`src/rtl/lane_pkg.sv`:
```
// Shared types and constants for the lane_row slice: coordinate widths,
// divider width, lane/sink state encodings and the wrap-size helper.
package lane_pkg;

    localparam int COORD_W = 11;
    localparam int CALC_W  = 12;
    localparam int DIV_W   = 5;

    typedef logic [COORD_W-1:0] coord_t;
    typedef logic [CALC_W-1:0]  calc_t;

    typedef enum logic {
        LANE_INIT = 1'b0,
        LANE_RUN  = 1'b1
    } lane_state_t;

    typedef enum logic [1:0] {
        SINK_SURFACED  = 2'd0,
        SINK_SINKING   = 2'd1,
        SINK_SUBMERGED = 2'd2,
        SINK_RISING    = 2'd3
    } sink_state_t;

    // Offset space spans the screen plus one object so objects slide fully off-screen.
    function automatic calc_t wrap_size(input int obj_w, input int screen_w);
        return calc_t'(obj_w + screen_w);
    endfunction

endpackage

```
`src/rtl/lane_row_if.sv`:
```
// Controller-facing bus of one lane: control inputs, frog position, and the
// per-object coordinates / hit / carry outputs consumed by the colour mapper.
interface lane_row_if
    import lane_pkg::*;
#(
    parameter int MAX_OBJS = 6
);
    logic                Run;
    logic [3:0]          Number_Objs;
    logic [7:0]          Gap_Size;
    logic [DIV_W-1:0]    Speed;
    logic                Direction;
    coord_t              Row_Y;
    coord_t              Frog_X;
    coord_t              Frog_Y;
    coord_t              Obj_X [MAX_OBJS];
    coord_t              Obj_Y [MAX_OBJS];
    logic [MAX_OBJS-1:0] Obj_Active;
    logic                Row_Hit;
    logic                Carry_Pulse;
    logic                Carry_Dir;
    logic [1:0]          Sink_State;

    modport master (
        output Run, Number_Objs, Gap_Size, Speed, Direction, Row_Y, Frog_X, Frog_Y,
        input  Obj_X, Obj_Y, Obj_Active, Row_Hit, Carry_Pulse, Carry_Dir, Sink_State
    );

    modport slave (
        input  Run, Number_Objs, Gap_Size, Speed, Direction, Row_Y, Frog_X, Frog_Y,
        output Obj_X, Obj_Y, Obj_Active, Row_Hit, Carry_Pulse, Carry_Dir, Sink_State
    );

endinterface

```
`src/rtl/lane_wrap_step.sv`:
```
// Next X position of one object for a single step, wrapping seamlessly
// within the 0..WRAP-1 offset space in either direction.
module lane_wrap_step
    import lane_pkg::*;
#(
    parameter int OBJ_W    = 40,
    parameter int SCREEN_W = 640,
    parameter int STEP     = 4
) (
    input  coord_t x,
    input  logic   direction,
    output coord_t x_next
);

    localparam calc_t WRAP   = wrap_size(OBJ_W, SCREEN_W);
    localparam calc_t STEP_C = calc_t'(STEP);

    calc_t x_c;
    calc_t fwd;
    calc_t back;

    always_comb begin
        x_c = calc_t'(x);
        fwd = x_c + STEP_C;
        if (fwd >= WRAP) begin
            fwd = fwd - WRAP;
        end
        if (x_c < STEP_C) begin
            back = x_c + WRAP - STEP_C;
        end else begin
            back = x_c - STEP_C;
        end
        x_next = direction ? coord_t'(fwd) : coord_t'(back);
    end

endmodule

```
`src/rtl/lane_row.sv`:
```
// One horizontal lane of moving objects with spacing load, step divider,
// registered frog overlap and carry pulse. Optional sink cycle: LANE_SINK_EN.
module lane_row
    import lane_pkg::*;
#(
    parameter int MAX_OBJS    = 6,
    parameter int OBJ_W       = 40,
    parameter int ROW_H       = 32,
    parameter int FROG_W      = 32,
    parameter int SCREEN_W    = 640,
    parameter int STEP        = 4,
    parameter int SURF_FRAMES = 120,
    parameter int SUB_FRAMES  = 60
) (
    input  logic      frame_clk,
    input  logic      Reset,
    lane_row_if.slave bus
);

    localparam calc_t      WRAP  = wrap_size(OBJ_W, SCREEN_W);
    localparam logic [3:0] MAX_N = 4'(MAX_OBJS);

    lane_state_t         state;
    coord_t              obj_x     [MAX_OBJS];
    coord_t              obj_x_nxt [MAX_OBJS];
    logic [DIV_W-1:0]    div_cnt;
    logic [3:0]          n_active;
    logic [MAX_OBJS-1:0] active;
    logic [MAX_OBJS-1:0] hit_x;
    logic                y_overlap;
    logic                step;
    logic                submerged;
    logic                row_hit_vis;
    calc_t               frog_lo;
    calc_t               frog_hi;
    logic                row_hit_p1;
    logic                carry_pulse_p1;
    logic                carry_dir_p1;

    function automatic coord_t init_x(input int slot, input logic [7:0] gap);
        calc_t pos;
        pos = calc_t'(OBJ_W) + calc_t'(slot) * (calc_t'(gap) + calc_t'(OBJ_W));
        return coord_t'(pos % WRAP);
    endfunction

    // Frog box is shifted by OBJ_W so it lives in the same offset space as Obj_X.
    always_comb begin
        n_active  = (bus.Number_Objs > MAX_N) ? MAX_N : bus.Number_Objs;
        frog_lo   = calc_t'(bus.Frog_X) + calc_t'(OBJ_W);
        frog_hi   = frog_lo + calc_t'(FROG_W);
        y_overlap = (calc_t'(bus.Frog_Y) + calc_t'(FROG_W) > calc_t'(bus.Row_Y)) &&
                    (calc_t'(bus.Frog_Y) < calc_t'(bus.Row_Y) + calc_t'(ROW_H));
        active    = '0;
        hit_x     = '0;
        for (int i = 0; i < MAX_OBJS; i++) begin
            active[i] = 4'(i) < n_active;
            hit_x[i]  = active[i] &&
                        (frog_hi > calc_t'(obj_x[i])) &&
                        (frog_lo < calc_t'(obj_x[i]) + calc_t'(OBJ_W));
        end
    end

    assign step        = (state == LANE_RUN) && bus.Run && (div_cnt == bus.Speed);
    assign row_hit_vis = row_hit_p1 & ~submerged;

    for (genvar g = 0; g < MAX_OBJS; g++) begin : g_slot
        lane_wrap_step #(
            .OBJ_W    (OBJ_W),
            .SCREEN_W (SCREEN_W),
            .STEP     (STEP)
        ) u_step (
            .x         (obj_x[g]),
            .direction (bus.Direction),
            .x_next    (obj_x_nxt[g])
        );
        assign bus.Obj_X[g] = obj_x[g];
        assign bus.Obj_Y[g] = bus.Row_Y;
    end

    assign bus.Obj_Active = active;

    // Stage p1: overlap and carry registered; inactive slots still step to keep spacing.
    always_ff @(posedge frame_clk or posedge Reset) begin
        if (Reset) begin
            state          <= LANE_INIT;
            div_cnt        <= '0;
            row_hit_p1     <= 1'b0;
            carry_pulse_p1 <= 1'b0;
            carry_dir_p1   <= 1'b0;
            for (int i = 0; i < MAX_OBJS; i++) begin
                obj_x[i] <= '0;
            end
        end else begin
            row_hit_p1     <= y_overlap && (|hit_x);
            carry_pulse_p1 <= 1'b0;
            case (state)
                LANE_INIT: begin
                    for (int i = 0; i < MAX_OBJS; i++) begin
                        obj_x[i] <= init_x(i, bus.Gap_Size);
                    end
                    state <= LANE_RUN;
                end
                LANE_RUN: begin
                    if (bus.Run) begin
                        if (div_cnt > bus.Speed) begin
                            div_cnt <= '0;
                        end else if (step) begin
                            div_cnt        <= '0;
                            carry_pulse_p1 <= row_hit_vis;
                            carry_dir_p1   <= bus.Direction;
                            for (int i = 0; i < MAX_OBJS; i++) begin
                                obj_x[i] <= obj_x_nxt[i];
                            end
                        end else begin
                            div_cnt <= div_cnt + 1'b1;
                        end
                    end
                end
                default: state <= LANE_INIT;
            endcase
        end
    end

    assign bus.Row_Hit     = row_hit_vis;
    assign bus.Carry_Pulse = carry_pulse_p1 & ~submerged;
    assign bus.Carry_Dir   = carry_dir_p1;

`ifdef LANE_SINK_EN
    localparam int SINK_BIG = (SURF_FRAMES > SUB_FRAMES) ? SURF_FRAMES : SUB_FRAMES;
    localparam int SINK_MAX = (SINK_BIG > 16) ? SINK_BIG : 16;
    localparam int SINK_CW  = $clog2(SINK_MAX);

    sink_state_t        sink_state;
    logic [SINK_CW-1:0] sink_cnt;

    function automatic logic [SINK_CW-1:0] sink_last(input sink_state_t s);
        case (s)
            SINK_SURFACED:  return SINK_CW'(SURF_FRAMES - 1);
            SINK_SUBMERGED: return SINK_CW'(SUB_FRAMES - 1);
            default:        return SINK_CW'(15);
        endcase
    endfunction

    // Sink cycle advances only on running frames, starting SURFACED after INIT.
    always_ff @(posedge frame_clk or posedge Reset) begin
        if (Reset) begin
            sink_state <= SINK_SURFACED;
            sink_cnt   <= '0;
        end else if ((state == LANE_RUN) && bus.Run) begin
            if (sink_cnt == sink_last(sink_state)) begin
                sink_cnt <= '0;
                case (sink_state)
                    SINK_SURFACED:  sink_state <= SINK_SINKING;
                    SINK_SINKING:   sink_state <= SINK_SUBMERGED;
                    SINK_SUBMERGED: sink_state <= SINK_RISING;
                    default:        sink_state <= SINK_SURFACED;
                endcase
            end else begin
                sink_cnt <= sink_cnt + 1'b1;
            end
        end
    end

    assign submerged      = (sink_state == SINK_SUBMERGED);
    assign bus.Sink_State = sink_state;
`else
    assign submerged      = 1'b0;
    assign bus.Sink_State = 2'(SINK_SURFACED);
`endif

endmodule

```
`src/flat_wrapper.sv`:
```
// flat-port wrapper written by rule: the top's interface ports become plain ports
module lane_row_flat import lane_pkg::*;
#(
    parameter int MAX_OBJS    = 6,
    parameter int OBJ_W       = 40,
    parameter int ROW_H       = 32,
    parameter int FROG_W      = 32,
    parameter int SCREEN_W    = 640,
    parameter int STEP        = 4,
    parameter int SURF_FRAMES = 120,
    parameter int SUB_FRAMES  = 60
)
  (frame_clk, Reset, bus_Run, bus_Number_Objs, bus_Gap_Size, bus_Speed, bus_Direction, bus_Row_Y, bus_Frog_X, bus_Frog_Y, bus_Obj_X, bus_Obj_Y, bus_Obj_Active, bus_Row_Hit, bus_Carry_Pulse, bus_Carry_Dir, bus_Sink_State);
  lane_row_if #(.MAX_OBJS(MAX_OBJS)) bus_i ();
  input  logic frame_clk;
  input  logic Reset;
  input wire logic [$bits(bus_i.Run)-1:0] bus_Run;
  input wire logic [$bits(bus_i.Number_Objs)-1:0] bus_Number_Objs;
  input wire logic [$bits(bus_i.Gap_Size)-1:0] bus_Gap_Size;
  input wire logic [$bits(bus_i.Speed)-1:0] bus_Speed;
  input wire logic [$bits(bus_i.Direction)-1:0] bus_Direction;
  input wire logic [$bits(bus_i.Row_Y)-1:0] bus_Row_Y;
  input wire logic [$bits(bus_i.Frog_X)-1:0] bus_Frog_X;
  input wire logic [$bits(bus_i.Frog_Y)-1:0] bus_Frog_Y;
  output wire logic [$bits(bus_i.Obj_X)-1:0] bus_Obj_X;
  output wire logic [$bits(bus_i.Obj_Y)-1:0] bus_Obj_Y;
  output wire logic [$bits(bus_i.Obj_Active)-1:0] bus_Obj_Active;
  output wire logic [$bits(bus_i.Row_Hit)-1:0] bus_Row_Hit;
  output wire logic [$bits(bus_i.Carry_Pulse)-1:0] bus_Carry_Pulse;
  output wire logic [$bits(bus_i.Carry_Dir)-1:0] bus_Carry_Dir;
  output wire logic [$bits(bus_i.Sink_State)-1:0] bus_Sink_State;
  assign bus_i.Run = bus_Run;
  assign bus_i.Number_Objs = bus_Number_Objs;
  assign bus_i.Gap_Size = bus_Gap_Size;
  assign bus_i.Speed = bus_Speed;
  assign bus_i.Direction = bus_Direction;
  assign bus_i.Row_Y = bus_Row_Y;
  assign bus_i.Frog_X = bus_Frog_X;
  assign bus_i.Frog_Y = bus_Frog_Y;
  assign bus_Obj_X = {>>{bus_i.Obj_X}};
  assign bus_Obj_Y = {>>{bus_i.Obj_Y}};
  assign bus_Obj_Active = bus_i.Obj_Active;
  assign bus_Row_Hit = bus_i.Row_Hit;
  assign bus_Carry_Pulse = bus_i.Carry_Pulse;
  assign bus_Carry_Dir = bus_i.Carry_Dir;
  assign bus_Sink_State = bus_i.Sink_State;
  lane_row #(.MAX_OBJS(MAX_OBJS), .OBJ_W(OBJ_W), .ROW_H(ROW_H), .FROG_W(FROG_W), .SCREEN_W(SCREEN_W), .STEP(STEP), .SURF_FRAMES(SURF_FRAMES), .SUB_FRAMES(SUB_FRAMES)) u_core (.frame_clk(frame_clk), .Reset(Reset), .bus(bus_i));
endmodule
```
`config.mk`:
```
export PLATFORM = sky130hd
export DESIGN_NAME = lane_row_flat
export DESIGN_NICKNAME = d
export VERILOG_FILES = /design/src/rtl/lane_pkg.sv /design/src/rtl/lane_row_if.sv /design/src/rtl/lane_wrap_step.sv /design/src/rtl/lane_row.sv /design/src/flat_wrapper.sv
export SDC_FILE = /design/constraint.sdc
export NUM_CORES = 1
export LEC_CHECK = 0
export CAP_MARGIN = 40
export CORE_MARGIN = 2
export CORE_UTILIZATION = 35
export CTS_CLUSTER_DIAMETER = 30
export DETAILED_ROUTE_END_ITERATION = 8
export GPL_ROUTABILITY_DRIVEN = 0
export GPL_TIMING_DRIVEN = 1
export PLACE_DENSITY = 0.55
export SLEW_MARGIN = 25
export SYNTH_ARGS = -nofsm -noshare
export SYNTH_HDL_FRONTEND = slang
export SYNTH_SLANG_ARGS = --single-unit
```
`constraint.sdc`:
```
create_clock -name frame_clk -period 3.6 [get_ports frame_clk]
set_clock_uncertainty 0.05 [all_clocks]
set_input_delay 0.72 -clock frame_clk [delete_from_list [all_inputs] [get_ports frame_clk]]
set_output_delay 0.72 -clock frame_clk [all_outputs]
set_load 0.01 [all_outputs]
```
==> results of run 1 <==
-- layout make-up --
class / instances / share of cell area [%]
clock inverter: 7 / 0.2782
sequential: 70 / 7.496
clock buffer: 9 / 0.9630
timing repair buffer: 662 / 24.31
tap: 592 / 3.167
inverter: 148 / 2.397
multi-input combinational: 1795 / 61.39
-- sequential cells by signal (all words and copies together) (netlist names) --
register,count
u_core.state,1
u_core.div_cnt,5
u_core.bus.Carry_Dir,1
u_core.bus.Row_Hit,1
u_core.bus.Obj_X,61
u_core.bus.Carry_Pulse,1
-- final timing paths --
kind / slack, ns / endpoint / cells after the start / from
worst max-delay path: -1.43 / u_core.bus.Obj_X[5] / 27 / bus_Gap_Size[3]
worst min-delay path: 0.43 / u_core.bus.Carry_Pulse / 1 / u_core.bus.Row_Hit
worst max register to register: -0.13 / u_core.bus.Obj_X[21] / 14 / u_core.bus.Obj_X[14]
worst min register to register: 0.43 / u_core.bus.Carry_Pulse / 1 / u_core.bus.Row_Hit
max in group asynchronous: 2.14 / u_core.bus.Obj_X[29] / 3 / Reset
min in group asynchronous: 0.65 / u_core.bus.Obj_X[14] / 2 / Reset
-- per-stage QoR --
step	cell area, sq um	hold slack (ns)
6_report	23390	0.4291
5_1_grt	23390	0.4521
4_1_cts	22600	0.4326
3_5_place_dp	21060	0.4180
3_3_place_gp	21060	0.4157
2_1_floorplan	16390	0.3987
-- synthesized netlist by cell type, types with 7 or more instances --
library cell,count
clkinv_1,7
nor2_1,171
xor2_1,37
o21a_1,30
a21boi_0,7
a211o_1,8
or2_2,11
and2_1,12
xnor2_1,156
a31oi_1,20
buf_4,73
nand3_1,79
o31ai_1,10
nor3_1,62
ha_1,238
dfrtp_1,70
mux2i_1,17
a21oi_1,177
o32ai_1,8
o2111ai_1,12
nand2_1,171
nor4_1,10
a21o_1,47
o211ai_1,26
nand4_1,26
a32oi_1,7
o221ai_1,7
o22ai_1,30
nor2b_1,26
or3_1,16
clkbuf_1,83
nand2b_1,29
o21ai_0,157
inv_1,139
a22oi_1,9
a211oi_1,19
and3_1,17
-- routing by layer --
layer	vias to the layer above	track usage, %	share of wire, %
met2	570	44.49	48
met4	0	9.087	3.1
li1	8780	-	-
met1	8591	32.04	44
met5	-	0	0
met3	95	2.737	5.0
-- worst max-delay path, stage by stage --
cell      delay [ns]
buf_8           0.10
buf_6           0.12
ha_4            0.18
o21ai_4         0.14
xor2_2          0.10
buf_4           0.15
nor2_4          0.13
nor2_2          0.06
ha_1            0.34
ha_4            0.27
buf_6           0.14
nand3_4         0.09
nand2_4         0.07
o21a_4          0.22
buf_6           0.11
a211o_1         0.28
nand4_1         0.14
buf_4           0.14
a31oi_4         0.10
buf_6           0.14
a211oi_2        0.22
o21bai_1        0.09
or3b_4          0.42
a21oi_4         0.21
mux2i_1         0.23
xor2_1          0.09
o221a_2         0.23
-- timing repair --
item / CTS / global route
setup endpoints to repair: 31 / 35
pin swaps: 93 / 93
buffers inserted: 58 / 29
cloned: 0 / 0
resized for setup: 207 / 123
-- power groups by stage --
| stage | sequential [uW] | combinational (uW) | clock [uW] |
|---|---|---|---|
| CTS | 1330 | 9230 | 971 |
| detailed placement | 1350 | 8460 | 0 |
| floorplan | 1230 | 5350 | 0 |
| global placement | 1340 | 8330 | 0 |
| finish | 1350 | 9780 | 953 |
| global route | 1370 | 10700 | 993 |
-- kinds of logic (layout without fill, tap and decap cells) --
logic type / Yosys count / after routing / synth area share (%)
multiplexers: 23 / 23 / 1.503
other: 2 / 8 / 0.04749
buffers and inverters: 314 / 826 / 9.304
AO/OA/AOI/OAI: 659 / 659 / 27.15
adder cells (fa/ha/maj): 243 / 243 / 19.40
XOR/XNOR: 198 / 198 / 11.28
flip-flops: 70 / 70 / 11.08
AND/OR/NAND/NOR: 664 / 664 / 20.24
==> flow_metrics.env, run 1 <==
export IMPL_status="finished, violations left"
export IMPL_violations="setup timing"
export IMPL_diodes=0
export IMPL_hp_class="reg2reg"
export IMPL_required_ns=3.81
export IMPL_synthFlopType="dfrtp_1"
export IMPL_nNetsFinal=2982
export IMPL_fin_ws_ns=-1.432
export IMPL_final_common_cell="buf_4"
export IMPL_rsz0062_at_grt="yes"
export IMPL_synth_cell_types=94
export IMPL_ys_seq_area_share_pct=11.08
export IMPL_yosysTopAreaCell="ha_1"
export IMPL_relSlewSlack_pct=50.54
export IMPL_fin_tns_setup_ns=-25.91
export IMPL_netlist_instances=2173
export IMPL_hold_buffers=0
export IMPL_gr_usage_all_layers_pct=25.36
export IMPL_wl_per_cell_microns=18.48
export IMPL_start_util_pct=35.61
export IMPL_min_period_ns=5.032
export IMPL_firstDrtPassIters=5
export IMPL_layout_worst_path_cycle_share_pct=139.8
export IMPL_vias_per_cell=5.494
export IMPL_cts_buffers=9
export IMPL_ir_drop_v=0.0004561
export IMPL_drive_gt1_share_pct=28.58
export IMPL_drtIter0Drc=1197
export IMPL_path_max_fanout=4
export IMPL_dp_hpwl_mm=46.85
export IMPL_grt_pass1_vias=17970
export IMPL_report_final_setup_viol=30
export IMPL_register_area_sq_mm=0.001753
export IMPL_avgSynthCellArea_sq_um=7.278
export IMPL_ant_nets=0
export IMPL_area_growth_pct=47.87
export IMPL_tightest_slew_ns=0.7419
export IMPL_vias=18040
export IMPL_routed_wl_mm=60.68
export IMPL_leakage_uw=0.01012
export IMPL_die_w_microns=216.6
export IMPL_swShare_pct=48.34
export IMPL_portBuffers=189
export IMPL_clkPwrFrac_pct=7.9
export IMPL_netlist_area_leader_share_pct=18.83
export IMPL_comb_power_share_pct=81.0
export IMPL_power_switching_uw=5839
export IMPL_layout_common_cells="buf_4, ha_1, clkdlybuf4s50_1"
export IMPL_dp_cells=3187
export IMPL_multi_input_area_sq_mm=0.01436
export IMPL_die_area_sq_mm=0.04690
export IMPL_critical_path_class="in2reg"
export IMPL_synthTopCellsByArea="ha_1, dfrtp_1, xnor2_1"
export IMPL_total_power_uw=12080
export IMPL_p_per_area_mw_per_mm2=516.4
export IMPL_clk_latency_ns=0.38
export IMPL_cap_violations=0
export IMPL_post_place_ws_ns=-2.407
export IMPL_n_fill_cell=4198
export IMPL_final_max_slew_viol_count=0
export IMPL_clock_sinks=70
export IMPL_utilization_pct=52.66
export IMPL_worstPathArrival_ns=5.24
export IMPL_synthesis_area_sq_mm=0.01582
export IMPL_grt_max_degree=69
export IMPL_drcViolationCount=0
export IMPL_cp_end_kind="flop"
export IMPL_intPower_uw=6239
export IMPL_fmax_mhz=198.7
export IMPL_gr_total_overflow=0
export IMPL_cts_buffer_depth=2
export IMPL_antenna_found_initial=0
export IMPL_cts_tree="built"
export IMPL_htreeDepth=3
export IMPL_async_flop_share_pct=100.0
export IMPL_num_rows=77
export IMPL_yosys_warnings=0
export IMPL_hold_viol_final=0
export IMPL_grt_pass1_wl_mm=96.24
export IMPL_seqPwrFrac_pct=11.1
export IMPL_coreArea_sq_mm=0.04441
export IMPL_ios=197
export IMPL_startpoint_type="input port"
export IMPL_clk_pin_slew_ns=0.07
export IMPL_die_h_microns=216.6
export IMPL_cts_root_buf="clkbuf_16"
export IMPL_layoutNonFillerInstCount=3283
export IMPL_ys_ff_latch=70
export IMPL_synth_edff_count=0
No activity file was read; power rests on OpenSTA's default activity.
==> inputs of run 2 (changes only) <==
CORE_MARGIN = not set   (was 2)
==> flow_metrics.env, run 2 (synthesis gave the netlist of run 1 again) <==
export IMPL_status="finished, violations left"
export IMPL_violations="setup timing"
export IMPL_comb_power_share_pct=81.3
export IMPL_clk_latency_ns=0.37
export IMPL_die_w_microns=214.6
export IMPL_dp_cells=3207
export IMPL_hold_buffers=0
export IMPL_cts_tree="built"
export IMPL_area_growth_pct=48.45
export IMPL_firstDrtPassIters=5
export IMPL_layout_worst_path_cycle_share_pct=140.1
export IMPL_cpLargestDelayFamily="compound AO/OA/AOI/OAI gates"
export IMPL_cpMostUsedCell="buf_4"
export IMPL_ir_drop_v=0.0004790
export IMPL_clkPwrFrac_pct=7.5
export IMPL_critPathLaunch="bus_Gap_Size[4]"
export IMPL_slowest_stage="or3b_4"
export IMPL_intPower_uw=6189
export IMPL_cp_depth=22
export IMPL_min_period_ns=5.044
export IMPL_seqPwrFrac_pct=11.2
export IMPL_wl_per_cell_microns=18.72
export IMPL_crit_chain="buf_2 > buf_4 > a21oi_4 > buf_4 > nor2_4 > ha_1 > ha_1 > ha_4 > o21ai_4 > a21o_1 > a211o_4 > o211ai_1 > buf_4 > a31oi_4 > buf_6 > a211oi_2 > o21bai_1 > or3b_4 > a21oi_4 > mux2i_2 > xor2_1 > o221a_2"
export IMPL_portBuffers=189
export IMPL_hp_class="reg2reg"
export IMPL_final_common_cell="buf_4"
export IMPL_total_power_uw=11980
export IMPL_grt_pass1_vias=17780
export IMPL_gr_usage_all_layers_pct=25.71
export IMPL_cap_violations=0
export IMPL_ff2ff_path_depth=14
export IMPL_tightest_slew_ns=0.6556
export IMPL_r2r_slack_ns=-0.06
export IMPL_critical_path_class="in2reg"
export IMPL_post_place_ws_ns=-2.371
export IMPL_ant_nets=0
export IMPL_diodes=0
export IMPL_clock_sinks=70
export IMPL_htreeDepth=3
export IMPL_drcViolationCount=0
export IMPL_drtIter0Drc=1244
export IMPL_grt_max_degree=73
export IMPL_fmax_mhz=198.3
export IMPL_cp_end_kind="flop"
export IMPL_p_per_area_mw_per_mm2=510.3
export IMPL_routed_wl_mm=61.68
export IMPL_report_final_setup_viol=30
export IMPL_cts_buffers=9
export IMPL_num_rows=77
export IMPL_hold_viol_final=0
export IMPL_ios=197
export IMPL_grt_pass1_wl_mm=95.87
export IMPL_cp_num_buf_inv=5
export IMPL_dp_hpwl_mm=47.41
export IMPL_reg2reg_from="u_core.bus.Obj_X[14]"
export IMPL_gr_total_overflow=0
export IMPL_cts_buffer_depth=2
export IMPL_required_ns=3.85
export IMPL_cts_root_buf="clkbuf_16"
export IMPL_endpoint="u_core.bus.Obj_X[5]"
export IMPL_layoutNonFillerInstCount=3295
export IMPL_start_util_pct=35.61
export IMPL_rsz0062_at_grt="yes"
export IMPL_vias=18210
export IMPL_drive_gt1_share_pct=29.30
export IMPL_path_max_fanout=6
export IMPL_antenna_found_initial=0
export IMPL_power_switching_uw=5792
export IMPL_relSlewSlack_pct=56.29
export IMPL_fin_ws_ns=-1.444
export IMPL_largest_reg_flops=61
export IMPL_vias_per_cell=5.527
export IMPL_die_h_microns=214.6
export IMPL_worstPathArrival_ns=5.29
export IMPL_startpoint_type="input port"
export IMPL_clk_pin_slew_ns=0.07
export IMPL_die_area_sq_mm=0.04604
export IMPL_swShare_pct=48.34
export IMPL_cpPeakStageDelay_ns=0.42
export IMPL_nNetsFinal=2994
export IMPL_coreArea_sq_mm=0.04441
export IMPL_final_max_slew_viol_count=0
export IMPL_layout_common_cells="buf_4, ha_1, clkdlybuf4s50_1"
export IMPL_r2r_end="u_core.bus.Obj_X[21]"
export IMPL_leakage_uw=0.01018
[run 2: power by group through the flow]
stage | Sequential, uW | Clock [uW] | Combinational [uW]
3_3_place_gp | 1340 | 0 | 8400
6_report | 1340 | 896 | 9740
4_1_cts | 1320 | 913 | 9190
5_1_grt | 1360 | 939 | 10600
3_5_place_dp | 1340 | 0 | 8550
2_1_floorplan | 1230 | 0 | 5350
[run 2: metrics by stage]
step	utilization, %	hold WS, ns	setup TNS, ns	cell area, sq um
3_5_place_dp	47.79	0.4201	-58.36	21230
2_1_floorplan	-	0.3987	-28.08	16390
6_report	52.86	0.4306	-26.69	23480
4_1_cts	51.12	0.4372	-22.23	22700
5_1_grt	52.86	0.4605	-31.57	23480
3_3_place_gp	47.79	0.4280	-55.97	21230
[run 2: how the worst min path moves through the flow]
| stage | from | to | slack, ns | cells past startpoint |
|---|---|---|---|---|
| 2_1_floorplan | u_core.div_cnt[4] | u_core.div_cnt[4] | 0.40 | 1 |
| 3_3_place_gp | u_core.bus.Row_Hit | u_core.bus.Carry_Pulse | 0.43 | 1 |
| 3_5_place_dp | u_core.bus.Carry_Dir | u_core.bus.Carry_Dir | 0.42 | 2 |
| 4_1_cts | u_core.bus.Carry_Dir | u_core.bus.Carry_Dir | 0.44 | 2 |
| 5_1_grt | u_core.bus.Row_Hit | u_core.bus.Carry_Pulse | 0.46 | 1 |
| 6_report | u_core.bus.Carry_Dir | u_core.bus.Carry_Dir | 0.43 | 2 |
[run 2: per-layer routing]
metal / track usage (%) / part of all wire, % / vias to the layer above / wire [microns]
li1: - / - / 8791 / -
met1: 32.28 / 43 / 8655 / 26300
met2: 45.85 / 49 / 667 / 30400
met3: 2.979 / 5.7 / 100 / 3486
met4: 7.429 / 2.4 / 0 / 1489
met5: 0 / 0 / - / 0
[run 2: layout make-up]
type | instances | area, sq um
fillers | 4150 | 20940
multi-input cells | 1795 | 14340
repair buffers | 674 | 5792
flip-flops and latches | 70 | 1754
well taps | 592 | 740.7
inverters | 148 | 570.5
clock buffers | 10 | 239.0
clock inverters | 6 | 43.79
[run 2: what timing repair did]
action / in CTS / in global routing
endpoints found under the setup margin: 33 / 39
buffers inserted: 44 / 33
endpoints found under the hold margin: 0 / 0
resized for setup: 211 / 125
cloned: 1 / 0
pin swaps: 98 / 94
[run 2: tightest hold or removal path, delay by kind of cell (launching register included)]
family,cells,cell delay (ns)
flops,1,0.35
simple gates,2,0.10
==> inputs of run 3 (changes only) <==
CAP_MARGIN = 5   (was 40)
GPL_TIMING_DRIVEN = 0   (was 1)
==> flow_metrics.env, run 3 (synthesis gave the netlist of run 1 again) <==
export IMPL_r2r_end="u_core.bus.Obj_X[20]"
export IMPL_worstPathArrival_ns=5.49
export IMPL_p_per_area_mw_per_mm2=524.1
export IMPL_final_max_slew_viol_count=0
export IMPL_cts_buffers=9
export IMPL_total_power_uw=11390
export IMPL_gr_total_overflow=0
export IMPL_diodes=0
export IMPL_clock_sinks=70
export IMPL_vias=17790
export IMPL_holdPathStages=2
export IMPL_cp_end_kind="flop"
export IMPL_hold_start="u_core.bus.Carry_Dir"
export IMPL_cap_violations=0
export IMPL_n_fill_cell=4320
export IMPL_tightest_slew_ns=1.099
export IMPL_die_w_microns=214.6
export IMPL_cts_tree="built"
export IMPL_grt_pass1_vias=17110
export IMPL_rsz0062_at_grt="yes"
export IMPL_start_util_pct=35.61
export IMPL_layoutNonFillerInstCount=3090
export IMPL_violations="setup timing"
export IMPL_leakage_uw=0.008996
export IMPL_htreeDepth=3
export IMPL_reg2reg_from="u_core.bus.Obj_X[14]"
export IMPL_required_ns=3.80
export IMPL_clk_pin_slew_ns=0.07
export IMPL_antenna_found_initial=1
export IMPL_relSlewSlack_pct=26.75
export IMPL_layout_worst_path_cycle_share_pct=147.1
export IMPL_area_growth_pct=37.40
export IMPL_largest_reg_flops=61
export IMPL_final_common_cell="ha_1"
export IMPL_r2r_slack_ns=-0.62
export IMPL_ios=197
export IMPL_ir_drop_v=0.0004469
export IMPL_fmax_mhz=188.9
export IMPL_min_to="u_core.bus.Carry_Dir"
export IMPL_drcViolationCount=0
export IMPL_grt_max_degree=40
export IMPL_ff2ff_path_depth=14
export IMPL_slowest_stage="fa_2"
export IMPL_dp_cells=2959
export IMPL_critical_path_class="in2reg"
export IMPL_startpoint_type="input port"
export IMPL_ant_nets=0
export IMPL_hold_viol_final=0
export IMPL_cts_buffer_depth=2
export IMPL_critPathLaunch="bus_Gap_Size[3]"
export IMPL_num_rows=77
export IMPL_cpMostUsedCell="ha_4"
export IMPL_min_period_ns=5.294
export IMPL_clk_latency_ns=0.37
export IMPL_die_h_microns=214.6
export IMPL_path_max_fanout=5
export IMPL_nNetsFinal=2789
export IMPL_firstDrtPassIters=6
export IMPL_status="finished, violations left"
export IMPL_layout_common_cells="ha_1, buf_4, clkdlybuf4s50_1"
export IMPL_report_final_setup_viol=29
export IMPL_die_area_sq_mm=0.04604
export IMPL_gr_usage_all_layers_pct=27.12
export IMPL_drive_gt1_share_pct=21.18
export IMPL_vias_per_cell=5.757
export IMPL_cts_root_buf="clkbuf_16"
export IMPL_coreArea_sq_mm=0.04441
export IMPL_portBuffers=187
export IMPL_cpPeakStageDelay_ns=0.44
export IMPL_grt_pass1_wl_mm=98.98
export IMPL_drtIter0Drc=1538
export IMPL_hold_buffers=0
export IMPL_wl_per_cell_microns=20.86
export IMPL_fin_ws_ns=-1.694
export IMPL_hp_class="reg2reg"
export IMPL_routed_wl_mm=64.45
export IMPL_dp_hpwl_mm=47.81
[run 3: cell types whose count changed in the layout (fill, tap and decap cells not counted), sizes merged]
| cell | change |
|---|---|
| inv | -3 |
| clkdlybuf4s50 | -3 |
| clkbuf | +74 |
| buf | -274 |
| clkdlybuf4s15 | -2 |
| clkinvlp | +1 |
| clkinv | -1 |
| bufinv | +2 |
| o311ai | +1 |
[run 3: where the power goes]
part	leakage, uW	switching (uW)	internal (uW)
Sequential	0.000855	320	968
Clock	0.000162	432	646
Combinational	0.00798	5030	4000
[run 3: worst max-delay path by stage]
stage | to | cells past startpoint | slack (ns)
3_5_place_dp | u_core.bus.Obj_X[9] | 22 | -3.80
3_3_place_gp | u_core.bus.Obj_X[9] | 22 | -3.73
5_1_grt | u_core.bus.Obj_X[5] | 25 | -1.80
4_1_cts | u_core.bus.Obj_X[5] | 22 | -1.62
2_1_floorplan | u_core.bus.Obj_X[5] | 21 | -1.92
6_report | u_core.bus.Obj_X[5] | 25 | -1.69
[run 3: cell type report]
type | count | area [sq um] | share of cell area (%)
Timing Repair Buffer | 312 | 2900 | 13.35
Sequential cell | 70 | 1757 | 8.084
Clock buffer | 11 | 252.7 | 1.163
Tap cell | 592 | 740.7 | 3.409
Buffer | 156 | 939.7 | 4.324
Inverter | 148 | 578.1 | 2.660
Clock inverter | 5 | 81.33 | 0.3743
Multi-Input combinational cell | 1796 | 14480 | 66.64
[run 3: critical path, delay by kind of cell]
family | cells | cell delay, ns
simple gates | 1 | 0.20
fa+ha+maj | 5 | 1.37
xor+xnor | 2 | 0.21
compound gates | 8 | 1.73
buf+inv | 7 | 0.80
mux | 2 | 0.46
[run 3: stage by stage]
step | setup WS [ns] | TNS [ns] | area, sq um | hold slack, ns | utilization [%]
6_report | -1.694 | -27.16 | 21730 | 0.4302 | 48.93
5_1_grt | -1.796 | -31.75 | 21730 | 0.4646 | 48.93
4_1_cts | -1.625 | -27.66 | 21000 | 0.4367 | 47.28
3_5_place_dp | -3.802 | -95.39 | 19030 | 0.4215 | 42.86
3_3_place_gp | -3.731 | -133.63 | 19000 | 0.4138 | 42.79
2_1_floorplan | -1.919 | -28.08 | 16390 | 0.3987 | -
[run 3: metal layers]
layer	wire length (microns)	vias up	share of wire, %	track usage, %
met3	4421	130	6.9	3.631
met2	30840	755	48	46.46
met1	27200	8497	42	34.62
met5	8	-	0.012	0
met4	1974	2	3.1	9.690
li1	-	8404	-	-
[run 3: what timing repair did]
action	4_1_cts	5_1_grt
gates cloned	1	0
setup endpoints to repair	48	46
gates resized for setup	235	131
pin swaps	84	78
setup buffers	86	40
